## src/rtl/multdiv_ctrl_pkg.sv

```systemverilog
// Shared encodings and constants for the iterative multiply/divide unit.
package multdiv_ctrl_pkg;

  typedef enum logic [1:0] {
    IDLE = 2'd0,
    RUN  = 2'd1,
    FIX  = 2'd2
  } state_t;

  typedef enum logic {
    OP_MULT = 1'b0,
    OP_DIV  = 1'b1
  } op_t;

  localparam logic [31:0] INT_MIN    = 32'h8000_0000;
  localparam int          STEP_COUNT = 32;

  // Two's-complement magnitude; INT_MIN maps to 2^31 read as unsigned.
  function automatic logic [31:0] mag32(input logic [31:0] v);
    return v[31] ? (~v + 32'd1) : v;
  endfunction

endpackage

```

## src/rtl/multdiv_ctrl_if.sv

```systemverilog
// Operand/start/result bundle between the execute stage and the mult/div unit.
interface multdiv_ctrl_if #(
  parameter int DATA_WIDTH = 32
);
  logic [DATA_WIDTH-1:0] data_operandA;
  logic [DATA_WIDTH-1:0] data_operandB;
  logic                  ctrl_MULT;
  logic                  ctrl_DIV;
  logic [DATA_WIDTH-1:0] data_result;
  logic                  data_exception;
  logic                  data_resultRDY;
  logic                  data_busy;

  modport master (
    output data_operandA, data_operandB, ctrl_MULT, ctrl_DIV,
    input  data_result, data_exception, data_resultRDY, data_busy
  );

  modport slave (
    input  data_operandA, data_operandB, ctrl_MULT, ctrl_DIV,
    output data_result, data_exception, data_resultRDY, data_busy
  );
endinterface

```

## src/rtl/multdiv_step.sv

```systemverilog
// One combinational iteration of the shift-add multiply / restoring divide loop.
// Multiply: acc = {partial product, remaining multiplier bits}, operand = multiplicand.
// Divide:   acc = {remainder, dividend/quotient bits},          operand = divisor.
module multdiv_step
  import multdiv_ctrl_pkg::*;
#(
  parameter int DATA_WIDTH = 32
) (
  input  logic [2*DATA_WIDTH-1:0] acc,
  input  logic [DATA_WIDTH-1:0]   operand,
  input  op_t                     op,
  output logic [2*DATA_WIDTH-1:0] acc_next
);

  logic [DATA_WIDTH:0]   sum;
  logic [DATA_WIDTH:0]   rem_sh;
  logic [DATA_WIDTH-1:0] quo_sh;
  logic [DATA_WIDTH:0]   diff;

  // Single step; the extra sum bit keeps the carry of a 2^31 magnitude add.
  always_comb begin
    sum      = '0;
    rem_sh   = '0;
    quo_sh   = '0;
    diff     = '0;
    acc_next = acc;
    if (op == OP_MULT) begin
      sum      = {1'b0, acc[2*DATA_WIDTH-1:DATA_WIDTH]}
               + (acc[0] ? {1'b0, operand} : '0);
      acc_next = {sum, acc[DATA_WIDTH-1:1]};
    end else begin
      // remainder stays below the divisor, so the shifted value fits DATA_WIDTH+1 bits
      rem_sh = acc[2*DATA_WIDTH-1:DATA_WIDTH-1];
      quo_sh = {acc[DATA_WIDTH-2:0], 1'b0};
      diff   = rem_sh - {1'b0, operand};
      if (!diff[DATA_WIDTH]) begin
        acc_next = {diff[DATA_WIDTH-1:0], quo_sh[DATA_WIDTH-1:1], 1'b1};
      end else begin
        acc_next = {rem_sh[DATA_WIDTH-1:0], quo_sh};
      end
    end
  end

endmodule

```

## src/rtl/multdiv_ctrl.sv

```systemverilog
// Iterative signed multiply/divide: sequencing FSM, magnitude/sign handling,
// 32-step loop via multdiv_step, then one sign-fix/exception cycle.
//
// state | meaning
// IDLE  | waiting for a start pulse, result held
// RUN   | one loop iteration per edge, 32 edges
// FIX   | sign fix + exception, registers result, pulses ready
module multdiv_ctrl
  import multdiv_ctrl_pkg::*;
#(
  parameter int DATA_WIDTH = 32,
  parameter int CNT_WIDTH  = 6
) (
  input  logic            clock,
  input  logic            reset,
  multdiv_ctrl_if.slave   bus
);

  localparam logic [CNT_WIDTH-1:0] LAST_STEP = CNT_WIDTH'(STEP_COUNT - 1);

  state_t                  state_q, state_d;
  op_t                     op_q;
  logic [CNT_WIDTH-1:0]    cnt_q;
  logic [2*DATA_WIDTH-1:0] acc_q, acc_next;
  logic [DATA_WIDTH-1:0]   mag_a_q, mag_b_q;
  logic [DATA_WIDTH-1:0]   raw_a_q, raw_b_q;
  logic                    sign_q;
  logic [DATA_WIDTH-1:0]   result_q;
  logic                    exc_q;
  logic                    rdy_q;

  logic                    start;
  logic                    busy;
  logic                    do_step;
  logic                    do_fix;
  logic [DATA_WIDTH-1:0]   mag_a, mag_b;
  logic [DATA_WIDTH-1:0]   step_operand;
  logic [2*DATA_WIDTH-1:0] prod;
  logic [DATA_WIDTH-1:0]   quo;

  assign start = bus.ctrl_MULT | bus.ctrl_DIV;
  assign mag_a = mag32(bus.data_operandA);
  assign mag_b = mag32(bus.data_operandB);

  // State register.
  always_ff @(posedge clock or posedge reset) begin
    if (reset) state_q <= IDLE;
    else       state_q <= state_d;
  end

  // Next state: any start pulse (re)starts the loop from any state.
  always_comb begin
    state_d = state_q;
    if (start) begin
      state_d = RUN;
    end else begin
      case (state_q)
        IDLE:    state_d = IDLE;
        RUN:     state_d = (cnt_q == LAST_STEP) ? FIX : RUN;
        FIX:     state_d = IDLE;
        default: state_d = IDLE;
      endcase
    end
  end

  // FSM outputs; a start pulse pre-empts stepping and fixing so aborts give no ready.
  always_comb begin
    busy    = (state_q != IDLE);
    do_step = (state_q == RUN) && !start;
    do_fix  = (state_q == FIX) && !start;
  end

  assign step_operand = (op_q == OP_MULT) ? mag_a_q : mag_b_q;

  multdiv_step #(
    .DATA_WIDTH (DATA_WIDTH)
  ) u_step (
    .acc      (acc_q),
    .operand  (step_operand),
    .op       (op_q),
    .acc_next (acc_next)
  );

  // Sign fix of the loop outputs, used only in FIX.
  always_comb begin
    prod = sign_q ? (~acc_q + 1'b1) : acc_q;
    quo  = sign_q ? (~acc_q[DATA_WIDTH-1:0] + 1'b1) : acc_q[DATA_WIDTH-1:0];
  end

  // Operand capture, loop iteration and result registration.
  always_ff @(posedge clock or posedge reset) begin
    if (reset) begin
      op_q     <= OP_MULT;
      cnt_q    <= '0;
      acc_q    <= '0;
      mag_a_q  <= '0;
      mag_b_q  <= '0;
      raw_a_q  <= '0;
      raw_b_q  <= '0;
      sign_q   <= 1'b0;
      result_q <= '0;
      exc_q    <= 1'b0;
      rdy_q    <= 1'b0;
    end else begin
      rdy_q <= 1'b0;
      if (start) begin
        op_q    <= bus.ctrl_MULT ? OP_MULT : OP_DIV;
        mag_a_q <= mag_a;
        mag_b_q <= mag_b;
        raw_a_q <= bus.data_operandA;
        raw_b_q <= bus.data_operandB;
        sign_q  <= bus.data_operandA[DATA_WIDTH-1] ^ bus.data_operandB[DATA_WIDTH-1];
        cnt_q   <= '0;
        // high half cleared; low half seeded with the multiplier or the dividend
        acc_q   <= {{DATA_WIDTH{1'b0}}, bus.ctrl_MULT ? mag_b : mag_a};
      end else if (do_step) begin
        acc_q <= acc_next;
        cnt_q <= cnt_q + 1'b1;
      end else if (do_fix) begin
        rdy_q <= 1'b1;
        if (op_q == OP_MULT) begin
          result_q <= prod[DATA_WIDTH-1:0];
          exc_q    <= (prod[2*DATA_WIDTH-1:DATA_WIDTH] != {DATA_WIDTH{prod[DATA_WIDTH-1]}});
        end else if (raw_b_q == '0) begin
          result_q <= '0;
          exc_q    <= 1'b1;
        end else if ((raw_a_q == INT_MIN) && (raw_b_q == '1)) begin
          result_q <= INT_MIN;
          exc_q    <= 1'b1;
        end else begin
          result_q <= quo;
          exc_q    <= 1'b0;
        end
      end
    end
  end

  assign bus.data_result    = result_q;
  assign bus.data_exception = exc_q;
  assign bus.data_resultRDY = rdy_q;
  assign bus.data_busy      = busy;

endmodule
```

## src/flat_wrapper.sv

```systemverilog
// flat-port wrapper written by rule: the top's interface ports become plain ports
module multdiv_ctrl_flat import multdiv_ctrl_pkg::*;
#(
  parameter int DATA_WIDTH = 32,
  parameter int CNT_WIDTH  = 6
)
  (clock, reset, bus_data_operandA, bus_data_operandB, bus_ctrl_MULT, bus_ctrl_DIV, bus_data_result, bus_data_exception, bus_data_resultRDY, bus_data_busy);
  multdiv_ctrl_if #(.DATA_WIDTH(DATA_WIDTH)) bus_i ();
  input  logic clock;
  input  logic reset;
  input wire logic [$bits(bus_i.data_operandA)-1:0] bus_data_operandA;
  input wire logic [$bits(bus_i.data_operandB)-1:0] bus_data_operandB;
  input wire logic [$bits(bus_i.ctrl_MULT)-1:0] bus_ctrl_MULT;
  input wire logic [$bits(bus_i.ctrl_DIV)-1:0] bus_ctrl_DIV;
  output wire logic [$bits(bus_i.data_result)-1:0] bus_data_result;
  output wire logic [$bits(bus_i.data_exception)-1:0] bus_data_exception;
  output wire logic [$bits(bus_i.data_resultRDY)-1:0] bus_data_resultRDY;
  output wire logic [$bits(bus_i.data_busy)-1:0] bus_data_busy;
  assign bus_i.data_operandA = bus_data_operandA;
  assign bus_i.data_operandB = bus_data_operandB;
  assign bus_i.ctrl_MULT = bus_ctrl_MULT;
  assign bus_i.ctrl_DIV = bus_ctrl_DIV;
  assign bus_data_result = bus_i.data_result;
  assign bus_data_exception = bus_i.data_exception;
  assign bus_data_resultRDY = bus_i.data_resultRDY;
  assign bus_data_busy = bus_i.data_busy;
  multdiv_ctrl #(.DATA_WIDTH(DATA_WIDTH), .CNT_WIDTH(CNT_WIDTH)) u_core (.clock(clock), .reset(reset), .bus(bus_i));
endmodule
```

## config.mk

```make
export PLATFORM = sky130hd
export DESIGN_NAME = multdiv_ctrl_flat
export DESIGN_NICKNAME = d
export VERILOG_FILES = /design/src/rtl/multdiv_ctrl_pkg.sv /design/src/rtl/multdiv_ctrl_if.sv /design/src/rtl/multdiv_step.sv /design/src/rtl/multdiv_ctrl.sv /design/src/flat_wrapper.sv
export SDC_FILE = /design/constraint.sdc
export NUM_CORES = 1
export LEC_CHECK = 0
export ABC_AREA = 1
export CAP_MARGIN = 0
export CORE_AREA = 4 4 185 187
export CTS_BUF_LIST = sky130_fd_sc_hd__clkbuf_8
export CTS_CLUSTER_SIZE = 20
export DETAILED_ROUTE_END_ITERATION = 10
export DIE_AREA = 0 0 189 191
export PLACE_DENSITY = 0.88
export SYNTH_ARGS = -nofsm -noshare
export SYNTH_HDL_FRONTEND = slang
export SYNTH_SLANG_ARGS = --single-unit
```

## constraint.sdc

```tcl
create_clock -name clock -period 7.53 [get_ports clock]
set_input_delay 0.753 -clock clock [delete_from_list [all_inputs] [get_ports clock]]
set_output_delay 0.753 -clock clock [all_outputs]
set_load 0.02 [all_outputs]
```

# Yosys cells after proc, flatten, opt, wreduce, memory -nomap -nowiden
# Cells that the tools add are included.
# op_classes
addsub,7
n_eq_ne,6
mux,26
n_bitwise,8
reduce_logical,8
# ops
operator,count
$mux 64,5
$mux 32,9
$add 32x1->32 const B,3
$not 32->32,3
$add 64x1->64 const B,1
$eq 32x32->1 const B,2
$not 64->64,1
$add 32x32->33,1
$sub 33x32->33,1
$logic_not 32->1,1
$ne 32x32->1,1
$mux 6,2
$mux 1,7
$add 6x1->6 const B,1
$eq 6x5->1 const B,1
$mux 2,3
$reduce_bool 2->1,2
$logic_and 1x1->1,3
$reduce_and 3->1,1
$eq 2x1->1 const B,1
$eq 2x2->1 const B,1
$not 1->1,2
$logic_not 1->1,1
$or 1x1->1,1
$xor 1x1->1,1
# word_totals
register_bits,236
in_bits,68
output_inout_bits,35
elab_cells,67

# Depth between registers and ports, before layout
# logic_depth
depth_word,6
mapped_depth,24
depth_no_buf,22

# Hierarchy
# A second synthesis with hierarchy kept.
# hier_totals
hier_cells,3300
area_unflattened_um2,20274.4
# modules_own_cells
module,n_inst,cells_each,area_per_inst_um2,seq_area_each_um2
multdiv_ctrl,1,1992,13918.3,5855.6
multdiv_step,1,1308,6356.1,0.0

# Least setup slack after synthesis
# Ideal clock, no wire load.
# synth_timing
path_kind,reg2reg
start,register u_core.op_q
end,register u_core.acc_q[33]
t_arrival_ps,3227
path_slack_ps,4173
stages_incl_launch_ff,23
path_buffers,5
period_less_slack_ps,3357
path_cell_list,dfrtp_1 > buf_2 > clkinv_1 > clkbuf_1 > buf_1 > a21oi_1 > ha_1 > fa_1 > nand3b_1 > nand2_1 > a21oi_2 > o21ai_4 > nand2_4 > nand2_4 > nand2_2 > nand3_1 > nand2_2 > buf_6 > buf_8 > nand2_1 > o211ai_2 > nand3_1 > o21ai_1
# synth_via
elab_chain_len,6
word_cells_on_any_way,8
classes_between,add/sub: 2; mux: 6
# synth_rtl
element,line_no,rtl
start: declaration,multdiv_ctrl.sv:22,op_t op_q;
start signal: assignment,multdiv_ctrl.sv:107,op_q <= bus.ctrl_MULT ? OP_MULT : OP_DIV;
$mux 32,multdiv_ctrl.sv:73,assign step_operand = (op_q == OP_MULT) ? mag_a_q : mag_b_q;
$sub 33x32->33 or $mux 32 (tied branches),"multdiv_step.sv:35, multdiv_step.sv:29",
$mux 64 or $add 32x32->33 (tied branches),"multdiv_step.sv:36, multdiv_step.sv:29",
$mux 64 (*),multdiv_step.sv:27,if (op == OP_MULT) begin
$mux 64 (*),multdiv_ctrl.sv:116,end else if (do_step) begin
$mux 64 (*),multdiv_ctrl.sv:106,if (start) begin
end signal: assignment,multdiv_ctrl.sv:115,"acc_q <= {{DATA_WIDTH{1'b0}}, bus.ctrl_MULT ? mag_b : mag_a};"
end signal: assignment,multdiv_ctrl.sv:117,acc_q <= acc_next;
end: declaration,multdiv_ctrl.sv:24,"logic [2*DATA_WIDTH-1:0] acc_q, acc_next;"
# Every way passes the cells marked *; elsewhere a longest branch is shown, timed or not. The select of a mux whose other input is x is not followed.
# A chain may end at the register's enable or synchronous reset.

# Worst setup path after layout
# layout_timing
start,register u_core.op_q
end,register u_core.acc_q[45]
# Same word-level chain as after synthesis.

==> results.cfg <==
[critical_path]
r2r_setup_slack_ns = 2.19
r2r_cells = 20
r2r-start = u_core.op_q
crit_path_end_kind = flop
worstPathRequired_ns = 7.93
start_kind = flop
crit_fanout = 72
crit_arrival_ns = 5.74
reg2reg_to = u_core.acc_q[45]
path_class = flop to flop

[timing]
finalMaxSlewViolations = 0
setup_viol = 0
slew_headroom_pct = 29.5
rsz0062_at_grt = no
final.setup.tns_ns = 0
min_period_ns = 5.34
fin_crit_sh_pct = 70.9
tightest_slew_ns = 1.06
max_clock_freq_mhz = 187
skew_ns = 0.0314
final_hold_viol_count = 0

[cts]
post-cts-setup-buffer-count = 0
path_clk_slew_ns = 0.06
tritoncts = done
clkLatencyLatePin_ns = 0.59
clockRootBuffer = clkbuf_8
cts_hold_buffers = 0
cts_resized = 0
clockBufferDepth = 3
cts_buffers = 39
clock-sinks = 234
h-tree-depth = 2

[power_and_ir_drop]
sw_frac_of_total_pct = 39.7
sequentialPowerShare_pct = 38.2
ir_worst_vdd_uv = 180
switchingPower_uw = 1570
power.internal_uw = 2390
clock_power_share_pct = 29.6
cellPowerDensity_nw_per_um2 = 194
p_leak_uw = 0.00978
power_frac_comb_pct = 32.2

[routing]
ant_nets = 0
dr_total_vias = 19900
firstDrtPassIters = 9
wire_per_inst_um = 21.1
drt-total-wl_um = 69500
drc = 0
viasPerCell = 6.04
drt-initial-drc-count = 2219

[hold_path]
hold_class = flop to flop
holdPathEnd = u_core.mag_a_q[29]
min_from = u_core.mag_a_q[29]
holdPathStages = 2

[grt]
antenna_found_initial = 1
grt_pass1_wl_um = 106000
track_usage_pct = 37.6
grt_overflow = 0
first_global_vias = 18600
grt_max_degree = 135

[synth]
synth_cell_types = 59
synth-seq-area-share_pct = 31.8
avgSynthCellArea_um2 = 6.64
synth_top_area_share_pct = 31.8
async_flop_share_pct = 100
yosysMostFrequentCell = nand2_1
synth.largest_area_cell = dfrtp_1
syn_area_um2 = 18400
yosys-top-cells-area = dfrtp_1 (32%), nand2_1 (17%), o21ai_0 (7.2%)
yosys_warnings = 0
ys_ff_latch = 234
synth_nets = 2910
synthFlopType = dfrtp_1
synthCells = 2771
yosys-top-cells-count = nand2_1 (820), nor2_1 (311), inv_1 (274)
synth_edf_count = 0

[place]
hpwlAfterDp_um = 55000
dpl_cell_area_um2 = 19700
place_congestion = 1.05
portBuffers = 102

[floorplanning]
die_area_um2 = 36100
initial_core_util_pct = 56.7
coreArea_um2 = 32500
die_w_um = 189
ios = 103
dieHeight_um = 191
row_count = 66

[run_status]
status = complete, no violations

[finish]
area_growth_pct = 11.3
nets = 2966
diodes = 0
drive_gt1_share_pct = 5.22
fin_util_pct = 63.2
design_area_um2 = 20500
fillers = 2979

[run]
maxCapViolations = 0
==> through the flow <==
| step | hold WS [ns] | instances | setup WS (ns) | total power [uW] |
|---|---|---|---|---|
| CTS | 0.478 | 3296 | 2.33 | 3930 |
| detailed placement | 0.461 | 3228 | 2.35 | 2760 |
| finish | 0.480 | 3296 | 2.19 | 3970 |
| global placement | 0.459 | 3228 | 2.50 | 2750 |
| floorplan | 0.440 | 2771 | 0.359 | 2330 |
| global route | 0.494 | 3296 | 1.85 | 4160 |
==> area by class of cell <==
cell class	count	area [um2]	area share [%]
sequential	234	5860	28.6
multi-input combinational	2155	11100	54.0
timing repair buffer	114	1120	5.48
clock inverter	14	77.6	0.378
clock buffer	54	743	3.63
tap	442	553	2.70
inverter	283	1070	5.23
==> registers in the layout, summed over array words and instances, names as in the netlist <==
name	count
u_core.raw_a_q	32
u_core.cnt_q	6
u_core.state_q	2
u_core.bus.data_exception	1
u_core.raw_b_q	32
u_core.sign_q	1
u_core.mag_b_q	31
u_core.acc_q	64
u_core.bus.data_resultRDY	1
u_core.mag_a_q	31
u_core.bus.data_result	32
u_core.op_q	1
==> cells in the final DEF (no fill, tap or decap), types with 23 or more instances in the layout <==
| master | instances |
|---|---|
| dfrtp_1 | 233 |
| a21oi_1 | 102 |
| nand2_1 | 820 |
| clkdlybuf4s50_1 | 102 |
| nand3_1 | 158 |
| nand4_1 | 53 |
| xor2_1 | 97 |
| inv_1 | 280 |
| o211ai_1 | 23 |
| o21ai_0 | 266 |
| o21ai_1 | 39 |
| ha_1 | 69 |
| nor2_1 | 309 |
| clkbuf_8 | 54 |
==> power by group through the flow <==
stage / clock, uW / sequential, uW / combinational (uW)
final: 1170 / 1520 / 1280
after CTS: 1180 / 1500 / 1240
after floorplan: 0 / 1450 / 880
after global placement: 0 / 1520 / 1220
after global routing: 1240 / 1520 / 1400
after detailed placement: 0 / 1530 / 1230
==> logic make-up (layout without fill, tap and decap cells) <==
family | count (synthesis) | in the layout | share of synthesized area [%]
muxes | 3 | 3 | 0.163
buffers and inverters | 382 | 465 | 8.13
AOI/OAI and AO/OA | 529 | 529 | 16.8
DFF | 234 | 234 | 31.8
adders and majority gates | 71 | 71 | 4.91
xor gates and xnor gates | 113 | 113 | 5.38
and+or+nand+nor | 1439 | 1439 | 32.8
==> worst max-delay path: stages, from the launching register on <==
cell,delay [ns]
dfrtp_4,0.84
buf_4,0.75
nand2_1,0.11
o21ai_0,0.17
inv_1,0.12
fa_1,0.43
nand3b_1,0.20
nand2_1,0.16
a21oi_2,0.11
o21ai_4,0.20
nand2_4,0.07
nand2_4,0.09
nand2_2,0.06
nand2_1,0.09
nand2_2,0.06
nand2_2,0.62
inv_2,0.36
nor2_1,0.35
nand2_1,0.09
nand4_1,0.07
o21ai_0,0.09
==> layer usage <==
metal  global-route usage, %  routed length, um
met5                       0                 13
met4                    19.4               4430
met3                    7.82               7370
met2                    56.4              29400
met1                    51.5              28300
==> worst max-delay path by stage <==
stage	cells past startpoint	to	startpoint	slack [ns]
floorplan	1	u_core.acc_q[0]	reset	0.36
global placement	20	u_core.acc_q[47]	u_core.op_q	2.50
detailed placement	20	u_core.acc_q[45]	u_core.op_q	2.35
CTS	20	u_core.acc_q[45]	u_core.op_q	2.33
global route	20	u_core.acc_q[45]	u_core.op_q	1.85
finish	20	u_core.acc_q[45]	u_core.op_q	2.19
(Power assumes the default switching activity.)
